`config.mk`:
```
export PLATFORM = sky130hd
export DESIGN_NAME = seq_pattern_tx
export DESIGN_NICKNAME = d
export VERILOG_FILES = /design/src/rtl/seq_pattern_tx.sv
export SDC_FILE = /design/constraint.sdc
export NUM_CORES = 1
export LEC_CHECK = 0
export ABC_CLOCK_PERIOD_IN_PS = 2350
export CORE_MARGIN = 4
export CORE_UTILIZATION = 49
export DETAILED_ROUTE_END_ITERATION = 10
export PLACE_DENSITY = 0.82
export SYNTH_ARGS = -nofsm -noshare
export SYNTH_HDL_FRONTEND = slang
export SYNTH_SLANG_ARGS = --single-unit
```
`constraint.sdc`:
```
create_clock -name clk -period 2.35 [get_ports clk]
set_clock_uncertainty 0.2 [all_clocks]
set_input_delay 0.47 -clock clk [delete_from_list [all_inputs] [get_ports clk]]
set_output_delay 0.47 -clock clk [all_outputs]
set_load 0.02 [all_outputs]
```
`src/rtl/seq_pattern_tx.sv`:
```
// seq_pattern_tx: serial pattern source that shifts SEQ out MSB-first, repeating rep_n times with optional gaps.
// Optional SEQ_PATTERN_TX_LAST_EN adds a registered 'last' flag on the final bit of each repetition.
module seq_pattern_tx #(
  parameter int                SEQ_W = 5,
  parameter logic [SEQ_W-1:0]  SEQ   = 5'b10111,
  parameter int                GAP   = 0
) (
  input  logic       clk,
  input  logic       rst,
  input  logic       start,
  input  logic [7:0] rep_n,
  input  logic       abort,
  output logic       data,
  output logic       data_vld,
  output logic       busy,
  output logic       done
`ifdef SEQ_PATTERN_TX_LAST_EN
  ,
  output logic       last
`endif
);
  localparam int BW = (SEQ_W > 1) ? $clog2(SEQ_W) : 1;
  localparam logic [BW-1:0] LAST_BIT = BW'(SEQ_W - 1);
  typedef enum logic [1:0] {S_IDLE, S_SEND, S_GAP} state_t;
  state_t           r_state;
  logic [SEQ_W-2:0] r_shreg;
  logic [BW-1:0]    r_bit_cnt;
  logic [7:0]       r_rep_cnt;
  logic [3:0]       r_gap_cnt;
  // r_shreg holds only the bits still to come; the current bit lives in data
  always_ff @(posedge clk or posedge rst) begin
    if (rst) begin
      r_state   <= S_IDLE;
      r_shreg   <= '0;
      r_bit_cnt <= '0;
      r_rep_cnt <= '0;
      r_gap_cnt <= '0;
      data      <= 1'b0;
      data_vld  <= 1'b0;
      busy      <= 1'b0;
      done      <= 1'b0;
`ifdef SEQ_PATTERN_TX_LAST_EN
      last      <= 1'b0;
`endif
    end else begin
      done <= 1'b0;
`ifdef SEQ_PATTERN_TX_LAST_EN
      last <= 1'b0;
`endif
      if (abort && (r_state == S_SEND || r_state == S_GAP)) begin
        r_state   <= S_IDLE;
        r_shreg   <= '0;
        r_bit_cnt <= '0;
        r_rep_cnt <= '0;
        r_gap_cnt <= '0;
        data      <= 1'b0;
        data_vld  <= 1'b0;
        busy      <= 1'b0;
      end else begin
        case (r_state)
          S_IDLE: begin
            if (start && !abort) begin
              if (rep_n == 8'd0) begin
                done <= 1'b1;
              end else begin
                r_state   <= S_SEND;
                r_rep_cnt <= rep_n;
                r_shreg   <= SEQ[SEQ_W-2:0];
                r_bit_cnt <= '0;
                data      <= SEQ[SEQ_W-1];
                data_vld  <= 1'b1;
                busy      <= 1'b1;
              end
            end
          end
          S_SEND: begin
            if (r_bit_cnt != LAST_BIT) begin
              r_shreg   <= r_shreg << 1;
              data      <= r_shreg[SEQ_W-2];
              r_bit_cnt <= r_bit_cnt + 1'b1;
`ifdef SEQ_PATTERN_TX_LAST_EN
              last      <= (r_bit_cnt == LAST_BIT - 1'b1);
`endif
            end else begin
              r_rep_cnt <= r_rep_cnt - 8'd1;
              r_bit_cnt <= '0;
              if (r_rep_cnt == 8'd1) begin
                r_state  <= S_IDLE;
                data     <= 1'b0;
                data_vld <= 1'b0;
                busy     <= 1'b0;
                done     <= 1'b1;
              end else if (GAP == 0) begin
                r_shreg <= SEQ[SEQ_W-2:0];
                data    <= SEQ[SEQ_W-1];
              end else begin
                r_state   <= S_GAP;
                r_gap_cnt <= 4'(GAP);
                data      <= 1'b0;
                data_vld  <= 1'b0;
              end
            end
          end
          S_GAP: begin
            if (r_gap_cnt <= 4'd1) begin
              r_state   <= S_SEND;
              r_gap_cnt <= '0;
              r_shreg   <= SEQ[SEQ_W-2:0];
              data      <= SEQ[SEQ_W-1];
              data_vld  <= 1'b1;
            end else begin
              r_gap_cnt <= r_gap_cnt - 4'd1;
            end
          end
          default: begin
            r_state   <= S_IDLE;
            r_shreg   <= '0;
            r_bit_cnt <= '0;
            r_rep_cnt <= '0;
            r_gap_cnt <= '0;
            data      <= 1'b0;
            data_vld  <= 1'b0;
            busy      <= 1'b0;
          end
        endcase
      end
    end
  end
endmodule

```
# == After elaboration in Yosys (flattened, before gate mapping) ==
# Index checks and enable logic that the tools add are counted.
# word_totals
ff_bits,25
inputBits,12
out_inout_bits,4
elab_cells,84
# op_classes
add_sub_neg,3
magnitude_cmp,1
n_eq_ne,12
muxes,46
reduce_logical,13
# ops
op,count
two-way mux 4 bit,8
two-way mux 8 bit,4
one-hot mux 8 bit (3 select lines),1
two-way mux 1 bit,15
two-way mux 2 bit,6
two-way mux 3 bit,4
!= test 3 bit (second input constant),4
one-hot mux 4 bit (3 select lines),1
AND reduction 5 bit,2
one-hot mux 1 bit (3 select lines),3
one-hot mux 3 bit (3 select lines),1
== test 8 x 1 -> 1 bit (second input constant),1
zero test 8 bit,1
one-hot mux 4 bit (2 select lines),1
AND reduction 4 bit,2
subtractor 8 x 1 -> 8 bit (second input constant),1
!= test 3 x 1 -> 1 bit (second input constant),2
one-hot mux 2 bit (3 select lines),1
AND reduction 3 bit,2
<= comparator 4 x 1 -> 1 bit (second input constant),1
!= test 2 x 1 -> 1 bit (second input constant),2
!= test 4 bit (second input constant),1
subtractor 4 x 1 -> 4 bit (second input constant),1
adder 3 x 1 -> 3 bit (second input constant),1
8 further kinds,9

# == Longest topological paths before layout ==
# Gate-level depths: netlist of run 1.
# depth
depth_word,5
depth_mapped,7
mapped_depth_nobuf,6

# == Least setup slack after synthesis of run 1 ==
# No wires, ideal clock.
# synth_timing
kind,flip-flop to flip-flop
startpoint,register r_bit_cnt[0]
endpoint,register r_shreg[3]
setup_ns,0.126
arrival_ns,1.541
t_required_ns,2.024
setup_slack_ns,0.482
path_stages_with_launch,8
n_path_buf,1
synth_period_minus_slack_ns,1.868
cell_sequence,dfrtp_1 inv_1 ha_1 and2_1 clkbuf_1 and4_1 and3_1 a221o_2
# synth_via
elab_chain_len,4
word_cells_on_any_way,6
cone_classes,2 x eq/ne; 3 x mux; 1 x reduce/logical
# synth_rtl
element,line_no,text
from (decl),27,logic [BW-1:0] r_bit_cnt;
from (signal assigned),80,r_bit_cnt <= r_bit_cnt + 1'b1;
!= test 3 bit *,77,if (r_bit_cnt != LAST_BIT) begin
two-way mux 4 bit,77,
one-hot mux 4 bit (3 select lines),60,case (r_state)
two-way mux 4 bit,50,if (abort && (r_state == S_SEND || r_state == S_GAP)) begin
to (signal assigned),68,r_shreg <= SEQ[SEQ_W-2:0];
to (signal assigned),78,r_shreg <= r_shreg << 1;
to (signal assigned),94,r_shreg <= SEQ[SEQ_W-2:0];
to (decl),26,logic [SEQ_W-2:0] r_shreg;
# Mark *: on every way between the ends. The rest lies on a longest branch, timed or not.
# A chain may end at the register's enable or synchronous reset.

==> results of run 1 <==
==> worst paths after layout <==
path                                    from      endpoint  slack, ns  cells past startpoint
worst max-delay path                    busy      data_vld       0.20                      1
worst min-delay path                     rst  r_rep_cnt[3]       0.28                      3
worst max register to register  r_bit_cnt[0]    r_shreg[3]       0.37                      6
worst min register to register          data          data       0.30                      1
max in group asynchronous                rst          busy       1.46                      3
min in group clk                        data          data       0.30                      1
==> registers in the layout, summed over array words and instances (netlist names) <==
register and flops:
busy 1, data 1, done 1, r_bit_cnt 3
r_rep_cnt 8, r_shreg 4
==> synthesized netlist by cell type <==
library cell  number  area share
a21boi_2           1      0.0099
a21o_1             2       0.013
a21oi_1            8       0.035
a221o_2            1      0.0099
a222oi_1           1      0.0088
a22o_1             3       0.023
a32oi_1            1      0.0077
a41oi_1            1      0.0077
and2_1             2       0.011
and2b_1            1      0.0066
and3_1             3       0.017
and4_1             1      0.0077
buf_2              1      0.0044
buf_4              1      0.0066
clkbuf_1           4       0.013
dfrtp_1           18        0.40
ha_1               4       0.044
inv_1             10       0.033
mux2i_1            2       0.018
nand2_1            6       0.020
nand2_2            1      0.0055
nand2b_1           1      0.0055
nand3_1            1      0.0044
nand4_1            2       0.011
nor2_1             9       0.030
nor2b_1            1      0.0055
nor3_1             4       0.018
nor3b_2            1       0.011
nor4_1             4       0.022
o21a_1             4       0.026
o21ai_0           10       0.044
o21ai_4            2       0.029
o22a_1             1      0.0077
o22ai_1            4       0.022
o2bb2ai_1          3       0.023
o32ai_1            1      0.0077
or4_1              2       0.013
or4_4              2       0.020
==> cells by family (layout without fill, tap and decap cells) <==
| kind of cell | after synthesis | after routing | share of synthesized area |
|---|---|---|---|
| simple gates | 41 | 41 | 0.208 |
| fa+ha+maj | 4 | 4 | 0.0442 |
| mux | 2 | 2 | 0.0177 |
| compound gates | 43 | 43 | 0.276 |
| buf+inv | 16 | 39 | 0.0574 |
| flops | 18 | 18 | 0.397 |
==> layout by cell type (no fill, tap or decap), types with 2 or more instances in the layout <==
cell	n
nor4_1	4
ha_1	4
clkbuf_4	3
or4_1	2
inv_1	10
a21o_1	2
o21ai_4	2
clkdlybuf4s50_1	15
o2bb2ai_1	3
mux2i_1	2
o21ai_0	10
and3_1	3
a21oi_1	8
o22ai_1	4
dfrtp_1	17
or4_4	2
a22o_1	3
nand2_1	6
o21a_1	4
and2_1	2
nand4_1	2
nor3_1	4
buf_4	11
nor2_1	9
==> area by class of cell <==
cell class / count / area share
Timing Repair Buffer: 26 / 0.167
Inverter: 10 / 0.0269
Clock buffer: 3 / 0.0161
Tap cell: 28 / 0.0251
Multi-Input combinational cell: 90 / 0.442
Sequential cell: 18 / 0.323
==> layer usage <==
metal  wire, microns  GRT usage  vias up
met2            1280      0.302       58
met4              61     0.0508        0
met1            1240      0.269      500
met5               0          0        -
li1                -          -      511
met3             228     0.0418       12
==> power groups by stage <==
stage | Clock, W | Combinational, W | Sequential [W]
global placement | 0 | 0.000596 | 0.000555
CTS | 0.000160 | 0.000611 | 0.000555
finish | 0.000152 | 0.000625 | 0.000560
floorplan | 0 | 0.000400 | 0.000535
detailed placement | 0 | 0.000607 | 0.000563
global route | 0.000178 | 0.000680 | 0.000582
==> through the flow <==
step	utilization	instance area (sq um)	std cells	setup slack [ns]	power [W]
floorplan	-	1130	124	0.482	0.000935
global placement	0.621	1370	172	-0.0427	0.00115
detailed placement	0.621	1370	172	-0.0611	0.00117
CTS	0.631	1400	175	0.0246	0.00133
global route	0.632	1400	175	0.110	0.00144
finish	0.632	1400	175	0.196	0.00134
==> out/qor.csv, run 1 <==
metric,value,unit
place_hpwl,2160,microns
yosys_warnings,0,
critPathMaxStageDelay,0.66,ns
synth_cells,124,
grt_pass1_wl,4950,microns
multi_input_area,618,sq um
combinationalPowerShare,0.467,
hold_buffers,0,
setup.worst_path.end_class,output port,
row_count,17,
p_sw_frac,0.421,
route.antenna.remaining_nets,0,
clock_power_share,0.114,
synth-seq-cells,18,
arrival,1.48,ns
antenna_found_initial,0,
numClockSinks,18,
rsz0062_at_grt,no,
p_switching,0.000563,W
firstDrtPassIters,6,
cts_tree,built,
clk_pin_slew,0.10,ns
worst_path_dominant_cell_family,buffers and inverters,
fin_tns_setup,0,ns
cts_setup_buffers,0,
dieHeight,56.1,microns
relSlewSlack,0.740,
leakage,0.603,nW
overflow,0,
pin_count,16,
drt_iter0_markers,83,
n_fill_cell,191,
critPathMaxFanout,17,
syn_area_per_cell,9.14,sq um
max_freq,464,MHz
worstMarginPinSlew,0.390,ns
synth.net_count,140,
drc,0,
synth_area,0.00113,sq mm
pwr-share-seq,0.419,
maxCapViolCount,0,
p_per_area,957,mW/mm^2
cp_cell_sequence,clkdlybuf4s50_1,
dr_total_vias,1081,
numCtsBuffers,3,
cts_root_buffer,clkbuf_4,
setup_violations,0,
syn2layout_area_growth,23.3,%
antenna_cells,0,
finalHoldViolCount,0,
hold_path_class,input port to asynchronous set/reset pin,
grt_max_degree,19,
register_area,452,sq um
wirelength,2810,microns
wl_per_cell,16.1,microns
hold_slack,0.280,ns
finalMaxSlewViolations,0,
coreArea,0.00221,sq mm
outcome,"complete, no violations",
fin_nets,165,
dieWidth,56.1,microns
period_needed,2.15,ns
first_global_vias,1108,
port_buffers,15,
cp.required,1.68,ns
p_int,0.000774,W
drive_gt1_frac,0.156,
floorplan.initialDensity,0.512,
worstSkewPairLatency,0.28,ns
grt_usage,0.193,
worst_setup_path_start_kind,flip-flop,
ys_types,38,
htreeDepth,1,
worst-setup-path-type,flip-flop to output port,
synth-seq-area-share,0.397,
cts_resized,0,
die_area,0.00315,sq mm
ir_drop,0.675,mV
path_buf_inv,1,
slowest_stage,clkdlybuf4s50_1,
vias_per_cell,6.18,
post-route-period-util,0.917,
clockBufferDepth,2,
place_congestion,0.948,
Note: power is estimated with default switching activity, not from simulation.
==> run 2, diff against run 1 <==
DONT_BUFFER_PORTS = 1   (was default)
PLACE_DENSITY = 0.73   (was 0.82)
==> run 2 against run 1 <==
Effect of this change:
- first-iteration DRC count shrank 42%
- wire length shrank 7.0%
- flip-flop and latch count is the same
- combinational power shrank 16%
- sequential share of layout area grew 5.1 points
- worst setup slack gained 0.22 ns
- count of clock-buffer cells in the layout is the same
- clock power is essentially flat
- die area is the same
- utilization shrank 8.8 points
==> out/qor.csv, run 2 (synthesis gave the netlist of run 1 again) <==
metric,value,unit,change
wl_per_cell,17.0,microns,+5.7%
drc,0,,unchanged
ir_drop,0.514,mV,-24%
grt_usage,0.175,,-0.0187
grt_max_degree,19,,unchanged
place_hpwl,1950,microns,-9.9%
whs_endpoint,done,,
r2r_slack,0.41,ns,+0.04 ns
critPathMaxFanout,16,,-1
hold_slack,0.0308,ns,-0.250 ns
arrival,1.93,ns,+0.45 ns
syn2layout_area_growth,6.18,%,
place_congestion,0.909,,-4.1%
numCtsBuffers,3,,unchanged
dp.cells,150,,-13%
hold_depth,1,,
worst_setup_path_start_kind,flip-flop,,
hold_start,abort,,
cts_tree,built,,
dr_total_vias,1016,,-6.0%
die_area,0.00315,sq mm,unchanged
row_count,17,,unchanged
rr_endpoint,r_rep_cnt[7],,
cp_cell_sequence,"inv_1, a21oi_1, buf_4, o22ai_1, a22o_1",,
finalHoldViolCount,0,,unchanged
htreeDepth,1,,unchanged
cts_root_buffer,clkbuf_4,,
drive_gt1_frac,0.119,,-0.0374
worstMarginPinSlew,0.706,ns,+0.316 ns
gr-usage-met1,0.244,,-0.0254
wirelength,2620,microns,-7.0%
n_fill_cell,209,,+9.4%
rsz0062_at_grt,no,,
fin_nets,144,,-13%
layout_commonest_cell,dfrtp_1,,
worstSkewPairLatency,0.29,ns,about the same
finalMaxSlewViolations,0,,unchanged
relSlewSlack,0.529,,-0.211
worst-setup-path-type,flip-flop to flip-flop,,
grt_pass1_wl,4400,microns,-11%
port_buffers,0,,-15
clockBufferDepth,2,,unchanged
p_per_area,1040,mW/mm^2,+8.5%
max_freq,516,MHz,+11%
multi_input_area,618,sq um,unchanged
floorplan.initialDensity,0.512,,unchanged
worst-r2r-cell-count,5,,-1
cts_resized,0,,unchanged
coreArea,0.00221,sq mm,unchanged
slowest_stage,dfrtp_1,,
setup.worst_path.end_class,flip-flop,,
antenna_cells,0,,unchanged
grt_use_met3,0.0371,,-0.00464
drt_iter0_markers,48,,-42%
vias_per_cell,6.60,,+6.8%
largest_reg_flops,8,,unchanged
regMostFlops,r_rep_cnt,,
firstDrtPassIters,4,,-2
utilization,0.544,,-0.0877
critPathMaxStageDelay,0.64,ns,-0.02 ns
worstReg2RegStart,busy,,
route.antenna.remaining_nets,0,,unchanged
dieWidth,56.1,microns,unchanged
antenna_found_initial,0,,unchanged
final_cell_mix,"dfrtp_1, inv_1, o21ai_0, nor2_1, a21oi_1",,
period_needed,1.94,ns,-0.215 ns
dieHeight,56.1,microns,unchanged
outcome,"complete, no violations",,
clk_pin_slew,0.10,ns,about the same
finalNonFillerCells,154,,-12%
grtUsageMet2,0.265,,-0.0367
overflow,0,,unchanged
reg_top3,"r_rep_cnt (8), r_shreg (4), r_bit_cnt (3)",,
worst_path_dominant_cell_family,flip-flops,,
hold_path_class,input port to flip-flop,,
grt_busiest_layer,met2,,
register_area,450,sq um,-0.28%
fin_tns_setup,0,ns,unchanged
maxCapViolCount,0,,unchanged
leakage,0.516,nW,-15%
post-route-period-util,0.825,,-0.0916
numClockSinks,18,,unchanged
path_buf_inv,2,,+1
first_global_vias,907,,-18%
pin_count,16,,unchanged
setup_violations,0,,unchanged
cp.required,2.34,ns,+0.66 ns
[run 2: where the power goes]
part           internal [W]  leakage, nW  switching [W]
Clock             0.0000596       0.0138      0.0000913
Sequential         0.000429        0.227       0.000143
Combinational      0.000229        0.275       0.000297
Total              0.000718        0.516       0.000531
[run 2: repair_timing]
action / CTS / global route
endpoints found under the hold margin: 18 / 0
setup buffers: 0 / 0
hold buffers: 1 / 0
[run 2: worst register-to-register path, stage by stage, from the launching register on]
cell     delay [ns]
dfrtp_1        0.64
inv_1          0.30
a21oi_1        0.19
buf_4          0.17
o22ai_1        0.09
a22o_1         0.24
[run 2: metrics by stage]
stage | setup slack, ns | power, W | area [sq um]
2_1_floorplan | 0.482 | 0.000935 | 1130
3_3_place_gp | 0.423 | 0.00109 | 1170
3_5_place_dp | 0.408 | 0.00109 | 1170
4_1_cts | 0.455 | 0.00124 | 1200
5_1_grt | 0.240 | 0.00135 | 1200
6_report | 0.412 | 0.00125 | 1200
[run 2: cell type report]
| cell class | count | share of cell area |
|---|---|---|
| repair buffers | 5 | 0.0333 |
| clock buffers | 3 | 0.0187 |
| inverters | 10 | 0.0312 |
| flip-flops and latches | 18 | 0.374 |
| well taps | 28 | 0.0291 |
| multi-input cells | 90 | 0.514 |
[run 2: how the worst max path moves through the flow]
stage	to	cells past startpoint	slack [ns]	start
floorplan	r_shreg[3]	7	0.48	r_bit_cnt[0]
global placement	r_shreg[2]	4	0.42	rep_n[2]
detailed placement	r_shreg[0]	4	0.41	rep_n[2]
CTS	r_bit_cnt[2]	5	0.45	busy
global route	r_rep_cnt[6]	5	0.24	busy
finish	r_rep_cnt[7]	5	0.41	busy
[run 2: metal layers]
layer	part of all wire	wire length, microns
met3	0.084	220
met1	0.44	1140
met5	0	0
met4	0.019	49
met2	0.46	1210
